==> src/rtl/glcd_pkg.sv <==
// Shared constants for the graphic LCD text path.
// Holds the panel geometry defaults, the character cell shape, the ASCII
// codes the writer treats specially, and the writer FSM state encoding.
package glcd_pkg;

  localparam int GLCD_COLS  = 128;
  localparam int GLCD_PAGES = 8;

  localparam int CHAR_W     = 5;
  localparam int CHAR_GAP   = 1;
  localparam int CHAR_PITCH = CHAR_W + CHAR_GAP;

  localparam logic [7:0] ASCII_BASE = 8'h20;
  localparam logic [7:0] ASCII_LF   = 8'h0A;
  localparam logic [7:0] ASCII_CR   = 8'h0D;

  localparam logic [0:0] ST_IDLE = 1'b0;
  localparam logic [0:0] ST_EMIT = 1'b1;

  // Codes 0x20..0x7F have a glyph in the font ROM.
  function automatic logic is_printable(input logic [7:0] c);
    return (c[7] == 1'b0) && (c >= ASCII_BASE);
  endfunction

  function automatic logic is_newline(input logic [7:0] c);
    return (c == ASCII_LF) || (c == ASCII_CR);
  endfunction

endpackage

==> src/rtl/glcd_cursor.sv <==
// Page/column text cursor for the GLCD character writer.
// Ports:
//   clk, reset   : clock, asynchronous active-low reset
//   advance      : a full character cell was emitted; step one pitch
//   newline      : move to column 0 of the next page
//   home         : force cursor to page 0 / column 0 (applied before newline,
//                  and overriding the result of an advance)
//   page, col    : current cursor position
module glcd_cursor
  import glcd_pkg::*;
#(
  parameter int GLCD_COLS  = glcd_pkg::GLCD_COLS,
  parameter int GLCD_PAGES = glcd_pkg::GLCD_PAGES,
  localparam int COL_W     = $clog2(GLCD_COLS),
  localparam int PAGE_W    = $clog2(GLCD_PAGES)
) (
  input  logic              clk,
  input  logic              reset,
  input  logic              advance,
  input  logic              newline,
  input  logic              home,
  output logic [PAGE_W-1:0] page,
  output logic [COL_W-1:0]  col
);

  logic [PAGE_W-1:0] page_q, page_d;
  logic [COL_W-1:0]  col_q, col_d;
  int                adv_col;

  function automatic logic [PAGE_W-1:0] next_page(input logic [PAGE_W-1:0] p);
    return (p == PAGE_W'(GLCD_PAGES - 1)) ? '0 : p + 1'b1;
  endfunction

  always_comb begin
    page_d  = page_q;
    col_d   = col_q;
    adv_col = int'(col_q) + CHAR_PITCH;
    if (advance && !home) begin
      // Wrap as soon as another full cell would not fit on this line.
      if (adv_col + CHAR_PITCH > GLCD_COLS) begin
        col_d  = '0;
        page_d = next_page(page_q);
      end else begin
        col_d  = COL_W'(adv_col);
      end
    end else if (newline) begin
      col_d  = '0;
      page_d = next_page(home ? '0 : page_q);
    end else if (home) begin
      col_d  = '0;
      page_d = '0;
    end
  end

  always_ff @(posedge clk or negedge reset) begin
    if (!reset) begin
      page_q <= '0;
      col_q  <= '0;
    end else begin
      page_q <= page_d;
      col_q  <= col_d;
    end
  end

  assign page = page_q;
  assign col  = col_q;

endmodule

==> src/rtl/glcd_char_writer.sv <==
// Text-to-pixel front end for the GLCD path. Accepts one ASCII character per
// valid/ready handshake, looks up its 5-column glyph in the external font ROM
// and streams six column bytes (glyph + one blank gap) to the bus driver,
// tracking the page/column cursor with wrap and newline handling.
// Ports:
//   clk, reset              : clock, asynchronous active-low reset
//   char_in/valid/ready     : character input handshake
//   home                    : single-cycle request to move cursor to 0/0
//   R_A / R_D               : font ROM address (from char_in) / glyph data
//   col_data/page/addr      : column byte (LSB = top pixel) and its position
//   col_valid / col_ready   : column output handshake
module glcd_char_writer
  import glcd_pkg::*;
#(
  parameter int GLCD_COLS  = glcd_pkg::GLCD_COLS,
  parameter int GLCD_PAGES = glcd_pkg::GLCD_PAGES,
  localparam int COL_W     = $clog2(GLCD_COLS),
  localparam int PAGE_W    = $clog2(GLCD_PAGES)
) (
  input  logic              clk,
  input  logic              reset,
  input  logic [7:0]        char_in,
  input  logic              char_valid,
  output logic              char_ready,
  input  logic              home,
  output logic [6:0]        R_A,
  input  logic [39:0]       R_D,
  output logic [7:0]        col_data,
  output logic [PAGE_W-1:0] col_page,
  output logic [COL_W-1:0]  col_addr,
  output logic              col_valid,
  input  logic              col_ready
);

  logic [0:0]        state_q;
  logic [2:0]        idx_q;
  logic [39:0]       glyph_q;
  logic              home_pend_q;

  logic              accept;
  logic              nl_char;
  logic              xfer;
  logic              last_xfer;
  logic              cur_home;
  logic [PAGE_W-1:0] page;
  logic [COL_W-1:0]  col;

  assign nl_char    = is_newline(char_in);
  assign R_A        = is_printable(char_in) ? 7'(char_in - ASCII_BASE) : 7'd0;

  assign char_ready = reset && (state_q == ST_IDLE);
  assign col_valid  = reset && (state_q == ST_EMIT);
  assign accept     = char_valid && char_ready;
  assign xfer       = col_valid && col_ready;
  assign last_xfer  = xfer && (idx_q == 3'(CHAR_PITCH - 1));

  // In IDLE home takes effect immediately (ahead of a same-cycle accept);
  // during EMIT it waits for the gap byte and then overrides the wrap.
  assign cur_home   = ((state_q == ST_IDLE) && home) ||
                      (last_xfer && (home || home_pend_q));

  glcd_cursor #(
    .GLCD_COLS  (GLCD_COLS),
    .GLCD_PAGES (GLCD_PAGES)
  ) u_cursor (
    .clk     (clk),
    .reset   (reset),
    .advance (last_xfer),
    .newline (accept && nl_char),
    .home    (cur_home),
    .page    (page),
    .col     (col)
  );

  always_ff @(posedge clk or negedge reset) begin
    if (!reset) begin
      state_q     <= ST_IDLE;
      idx_q       <= '0;
      glyph_q     <= '0;
      home_pend_q <= 1'b0;
    end else begin
      case (state_q)
        ST_IDLE: begin
          home_pend_q <= 1'b0;
          if (accept && !nl_char) begin
            // R_D is only trusted in the accept cycle; keep a private copy.
            glyph_q <= R_D;
            idx_q   <= '0;
            state_q <= ST_EMIT;
          end
        end
        default: begin
          if (home) home_pend_q <= 1'b1;
          if (xfer) idx_q <= idx_q + 3'd1;
          if (last_xfer) begin
            idx_q       <= '0;
            home_pend_q <= 1'b0;
            state_q     <= ST_IDLE;
          end
        end
      endcase
    end
  end

  always_comb begin
    col_data = 8'h00;
    if (col_valid) begin
      case (idx_q)
        3'd0:    col_data = glyph_q[39:32];
        3'd1:    col_data = glyph_q[31:24];
        3'd2:    col_data = glyph_q[23:16];
        3'd3:    col_data = glyph_q[15:8];
        3'd4:    col_data = glyph_q[7:0];
        default: col_data = 8'h00;
      endcase
    end
  end

  assign col_page = reset ? page : '0;
  assign col_addr = reset ? (col + COL_W'(idx_q)) : '0;

endmodule

==> config.mk <==
export PLATFORM = sky130hd
export DESIGN_NAME = glcd_char_writer
export DESIGN_NICKNAME = d
export VERILOG_FILES = /design/src/rtl/glcd_pkg.sv /design/src/rtl/glcd_cursor.sv /design/src/rtl/glcd_char_writer.sv
export SDC_FILE = /design/constraint.sdc
export NUM_CORES = 1
export LEC_CHECK = 0
export ABC_AREA = 0
export CORE_UTILIZATION = 49
export CTS_BUF_LIST = sky130_fd_sc_hd__clkbuf_8
export DETAILED_ROUTE_END_ITERATION = 7
export GPL_ROUTABILITY_DRIVEN = 0
export GPL_TIMING_DRIVEN = 0
export PLACE_DENSITY = 0.92
export SLEW_MARGIN = 0
export SYNTH_ARGS = -nofsm -noshare
export SYNTH_HDL_FRONTEND = slang
export SYNTH_SLANG_ARGS = --single-unit
export TNS_END_PERCENT = 1
==> constraint.sdc <==
create_clock -name clk -period 5.4 [get_ports clk]
set_input_delay 1.08 -clock clk [delete_from_list [all_inputs] [get_ports clk]]
set_output_delay 1.08 -clock clk [all_outputs]
set_load 0.02 [all_outputs]
* Word level (Yosys, flattened, before mapping)
Cells that the tools add are included.
** Word-level totals
- Register bits :: 55
- Input port bits :: 53
- Output and inout port bits :: 27
** Cells by class
- Add/sub/neg operators :: 7
- $lt $le $gt $ge :: 2
- Equality and inequality tests :: 12
- Multiplexer cells :: 25
- Bitwise gates (word level) :: 2
- Reduce and logical (&&, ||, !) cells :: 21
** Operators by type and width (count)
- two-way mux 7 bit :: 6
- one-hot mux 8 bit (5 select lines) :: 1
- two-way mux 3 bit :: 11
- adder 32 x 4 -> 32 bit, second input constant :: 1
- > comparator 32 x 9 -> 1 bit, second input constant :: 1
- equality test 8 x 4 -> 1 bit, second input constant :: 2
- equality test 3 bit, second input constant :: 4
- logical AND 1 bit :: 11
- adder 3 x 1 -> 3 bit, second input constant :: 3
- adder 7 x 3 -> 8 bit, second input constant :: 1
- >= comparator 8 x 6 -> 1 bit, second input constant :: 1
- two-way mux 8 bit :: 1
- adder 7 x 3 -> 7 bit :: 1
- subtractor 7 x 6 -> 7 bit, second input constant :: 1
- equality test 3 x 2 -> 1 bit, second input constant :: 2
- two-way mux 1 bit :: 6
- AND reduction 2 bit :: 2
- equality test 3 x 1 -> 1 bit, second input constant :: 1
- logical NOT 3 bit :: 1
- logical OR 1 bit :: 3
- != test 3 x 1 -> 1 bit, second input constant :: 1
- != test 3 x 2 -> 1 bit, second input constant :: 1
- nonzero test 3 bit :: 1
- logical NOT 1 bit :: 2
- 3 further kinds :: 4

* Longest topological paths before layout
- Depth in word-level cells :: 10
- Depth in mapped cells :: 11
- Gate-level depth less buffers :: 10

* Hierarchy
Synthesis repeated with hierarchy kept, for this count alone.
** Second synthesis, totals
- Cells, all modules :: 284
- Area total of the unflattened synthesis :: 3359.5 µm²
** Modules (own cells, without submodules)
- glcd_char_writer :: instances 1, cells each 205, area an instance 2636.3 µm², sequential area each 1126.1 µm²
- glcd_cursor :: instances 1, cells each 79, area an instance 723.2 µm², sequential area each 225.2 µm²

* Least setup slack after synthesis
OpenSTA, ideal clock, no wires.
- Path kind :: register to output
- Start point :: register idx_q[0]
- End point :: output port col_data[1]
- Arrival :: 2.016 ns
- Data required time :: 4.320 ns
- Setup slack :: 2.304 ns
- Stages on the path, launching flop included :: 6
- Cells stage by stage :: dfrtp_1 ha_1 ha_1 buf_1 o41ai_1 a21oi_1
** Between the ends
- Longest elaborated chain between the ends :: 3
** RTL lines
- from (decl) :: RTL line glcd_char_writer.sv:36 : logic [2:0] idx_q;
- from (signal assigned) :: RTL line glcd_char_writer.sv:94 : if (xfer) idx_q <= idx_q + 3'd1;
- equality test 3 bit (tied with other cells) :: RTL line glcd_char_writer.sv:108 : case (idx_q)
- one-hot mux 8 bit (5 select lines) * :: RTL line glcd_char_writer.sv:108
- two-way mux 8 bit * :: RTL line glcd_char_writer.sv:107 : if (col_valid) begin
- to (decl) :: RTL line glcd_char_writer.sv:28 : output logic [7:0] col_data,
Every way passes the cells marked *; elsewhere a longest branch is shown, timed or not.

* Worst setup path after layout
- Start point :: input port reset
- End point :: output port col_data[2]
** Between the ends
- Longest elaborated chain between the ends :: 2
** RTL lines
- from (decl) :: RTL line glcd_char_writer.sv:21 : input logic reset,
- logical AND 1 bit :: RTL line glcd_char_writer.sv:52 : assign col_valid = reset && (state_q == ST_EMIT);
- two-way mux 8 bit :: RTL line glcd_char_writer.sv:107
No other way between the ends.

==> out/metrics.csv <==
stage,metric,value,unit
floorplan,initial_core_util,51.22,%
cells_and_area,multi_input_area,1600,µm²
synthesis,synth_cells,286,
clock_tree,post_cts_resized,0,
routing,vias,2680,
critical_path,end_kind,primary output,
synthesis,synth_ff_type,dfrtp_1,
outcome,status,completed,
cells_and_area,final_cells,450,
sta,maxSlewViolCount,0,
sta,timing.slew.headroom,49.54,%
sta,max_clock_freq,227.5,MHz
cells_and_area,area_growth,33.14,%
synthesis,yosys_warnings,0,
synthesis,synth-async-reset-ratio,100.0,%
synthesis,synth_edf_count,0,
routing,drt-total-wl,7838,µm
synthesis,ys_seq_elements,54,
flow_run,maxCapViolCount,0,
critical_path,cp_data_required_time,4.32,ns
floorplan,io_pins,80,
floorplan,rows,28,
power_and_ir_drop,intPower,1025,µW
power_and_ir_drop,ir_drop,233.4,µV
power_and_ir_drop,pwr-share-comb,42.3,%
synthesis,synth-seq-area-share,44.30,%
synthesis,netlist_top_cells_area,"dfrtp_1 44%, mux2_2 15%, ha_1 4.9%",
global_route,grt_pass1_wl,12910,µm
global_route,grt_max_degree,36,
cells_and_area,layout_commonest_cell,clkdlybuf4s50_1,
routing,drt_iter0_drc,233,
cells_and_area,layout_common_cells,"78 x clkdlybuf4s50_1, 54 x dfrtp_1, 40 x mux2_2, 21 x nand2_1, 16 x and2_1",
cells_and_area,seqCellArea,1351,µm²
placed_design,io_buffers,79,
cells_and_area,n_antenna_cell,0,
routing,viasPerCell,5.956,
sta,timing.setup.tns,0,ns
global_route,grt_pass1_vias,2731,
cells_and_area,fill_cells,428,
sta,fin_crit_sh,81.40,%
placed_design,dp_slack,0.9752,ns
clock_tree,htreeDepth,2,
routing,dr.pass1.iters,4,
clock_tree,cts_tree,built,
critical_path,cp.arrival,3.32,ns
routing,drc_errors,0,
power_and_ir_drop,leakage,0.001650,µW
power_and_ir_drop,seqPwrFrac,42.5,%
placed_design,hpwl,5842,µm
synthesis,synth_area_per_cell,10.67,µm²
cells_and_area,fin_nets,439,
sta,layout_min_cycle_time,4.396,ns
power_and_ir_drop,switching_share,36.29,%
clock_tree,clock_path_buffers,2,
clock_tree,root_buffer,clkbuf_8,
floorplan,die-area,6545,µm²
sta,setup_viol,0,
routing,detail-route-antenna-nets,0,
clock_tree,clk_pin_slew,0.09,ns
critical_path,cp-start-kind,input pin,
global_route,grt_util_all_layers,26.12,%
clock_tree,cts.sinks,54,
power_and_ir_drop,clkPwrFrac,15.2,%
synthesis,synth_area,3050,µm²
clock_tree,clk_latency,0.31,ns
synthesis,synth_nets,351,
floorplan,die_w,80.90,µm
sta,rsz0062_at_grt,no,
sta,hold_viol,0,
clock_tree,cts_setup_buffers,0,
sta,whs,0.5142,ns
sta,tightest_slew,0.7471,ns
sta,clock_skew,0.005228,ns
sta,worst_slack,1.005,ns
critical_path,worstSetupPathType,input pin to primary output,
power_and_ir_drop,p_per_area,396.0,nW/µm²
global_route,overflow,0,
hold_path,hold_class,flip-flop to flip-flop,
synthesis,synth_cell_types,53,
floorplan,design.core.area,5956,µm²
global_route,antenna_found_initial,0,
cells_and_area,drive_above_1_share,16.53,%
clock_tree,ctsHoldBuffers,0,
placed_design,place_inst,442,
power_and_ir_drop,switchingPower,583.7,µW
critical_path,worstPathMaxFanout,35,
synthesis,synth_top_area_share,44.30,%
synthesis,synth_top_area_cell,dfrtp_1,
clock_tree,cts_buffers,5,
routing,wire_per_inst,17.42,µm
floorplan,die_h,80.90,µm
==> through the flow <==
stage / area [µm²] / utilization [%] / total power (µW)
finish: 4061 / 68.19 / 1608
global route: 4061 / 68.19 / 1697
CTS: 4061 / 68.19 / 1605
detailed placement: 3961 / 66.51 / 1355
global placement: 3935 / 66.07 / 1302
floorplan: 3050 / - / 1085
==> power groups by stage <==
| stage | clock (µW) | sequential, µW | combinational [µW] |
|---|---|---|---|
| 6_report | 244 | 684 | 680 |
| 5_1_grt | 263 | 702 | 733 |
| 4_1_cts | 247 | 681 | 677 |
| 3_5_place_dp | 0 | 686 | 669 |
| 3_3_place_gp | 0 | 671 | 631 |
| 2_1_floorplan | 0 | 650 | 435 |
==> critical path: stages <==
cell             delay [ns]
buf_2                  0.48
buf_12                 0.29
and2_1                 0.18
o41ai_1                0.14
clkdlybuf4s15_2        0.30
a31oi_1                0.18
clkdlybuf4s50_1        0.65
==> path summary, 6_finish.rpt <==
path                                 start               end  slack (ns)  depth (start not counted)
hold / removal                 glyph_q[36]       glyph_q[36]        0.51                          1
min in group asynchronous            reset       glyph_q[18]        0.76                          1
setup reg to reg           u_cursor.col[1]  u_cursor.page[0]        2.56                         11
setup / recovery                     reset       col_data[2]        1.00                          7
max in group asynchronous            reset   u_cursor.col[4]        4.05                          2
hold reg to reg                glyph_q[36]       glyph_q[36]        0.51                          1
==> layout make-up <==
class	count	area share, %
timing repair buffer	81	20.12
clock buffer	6	2.033
inverter	7	0.6469
tap	75	2.311
sequential	54	33.27
clock inverter	2	0.4313
buffer	18	1.787
multi-input combinational	207	39.40
==> sequential cells by signal, summed over array words and instances, names as in the netlist <==
signal and cells:
glyph_q 40, u_cursor.page 3, home_pend_q 1, state_q 1, u_cursor.col 6, idx_q 3
==> kinds of logic after synthesis <==
family / share of synthesized area [%]
flops: 44.30
mux: 15.09
xor+xnor: 2.297
simple gates: 16.41
fa+ha+maj: 4.922
buf+inv: 3.240
compound gates: 13.74
==> routing by layer <==
metal	vias up	global-route usage, %	share of wire (%)
met1	1316	31.51	40
met2	124	45.55	51
li1	1212	-	-
met4	0	12.50	3.7
met3	28	3.820	5.7
met5	-	0	0
==> synth_stat cells, types with 2 or more instances <==
master	n
dfrtp_1	54
mux2_2	40
nand2_1	21
and2_1	16
clkbuf_1	15
nor2_1	14
a22oi_1	13
ha_1	12
o21ai_0	12
a31oi_1	8
a21oi_1	7
inv_1	7
nand3b_1	6
nor2b_1	6
xnor2_1	4
xor2_1	4
nand4_1	3
a211oi_1	2
a222oi_1	2
a22o_1	2
and3_1	2
nand2b_1	2
nand3_1	2
nor3_1	2
or3_1	2
No activity file was read; power rests on OpenSTA's default activity.
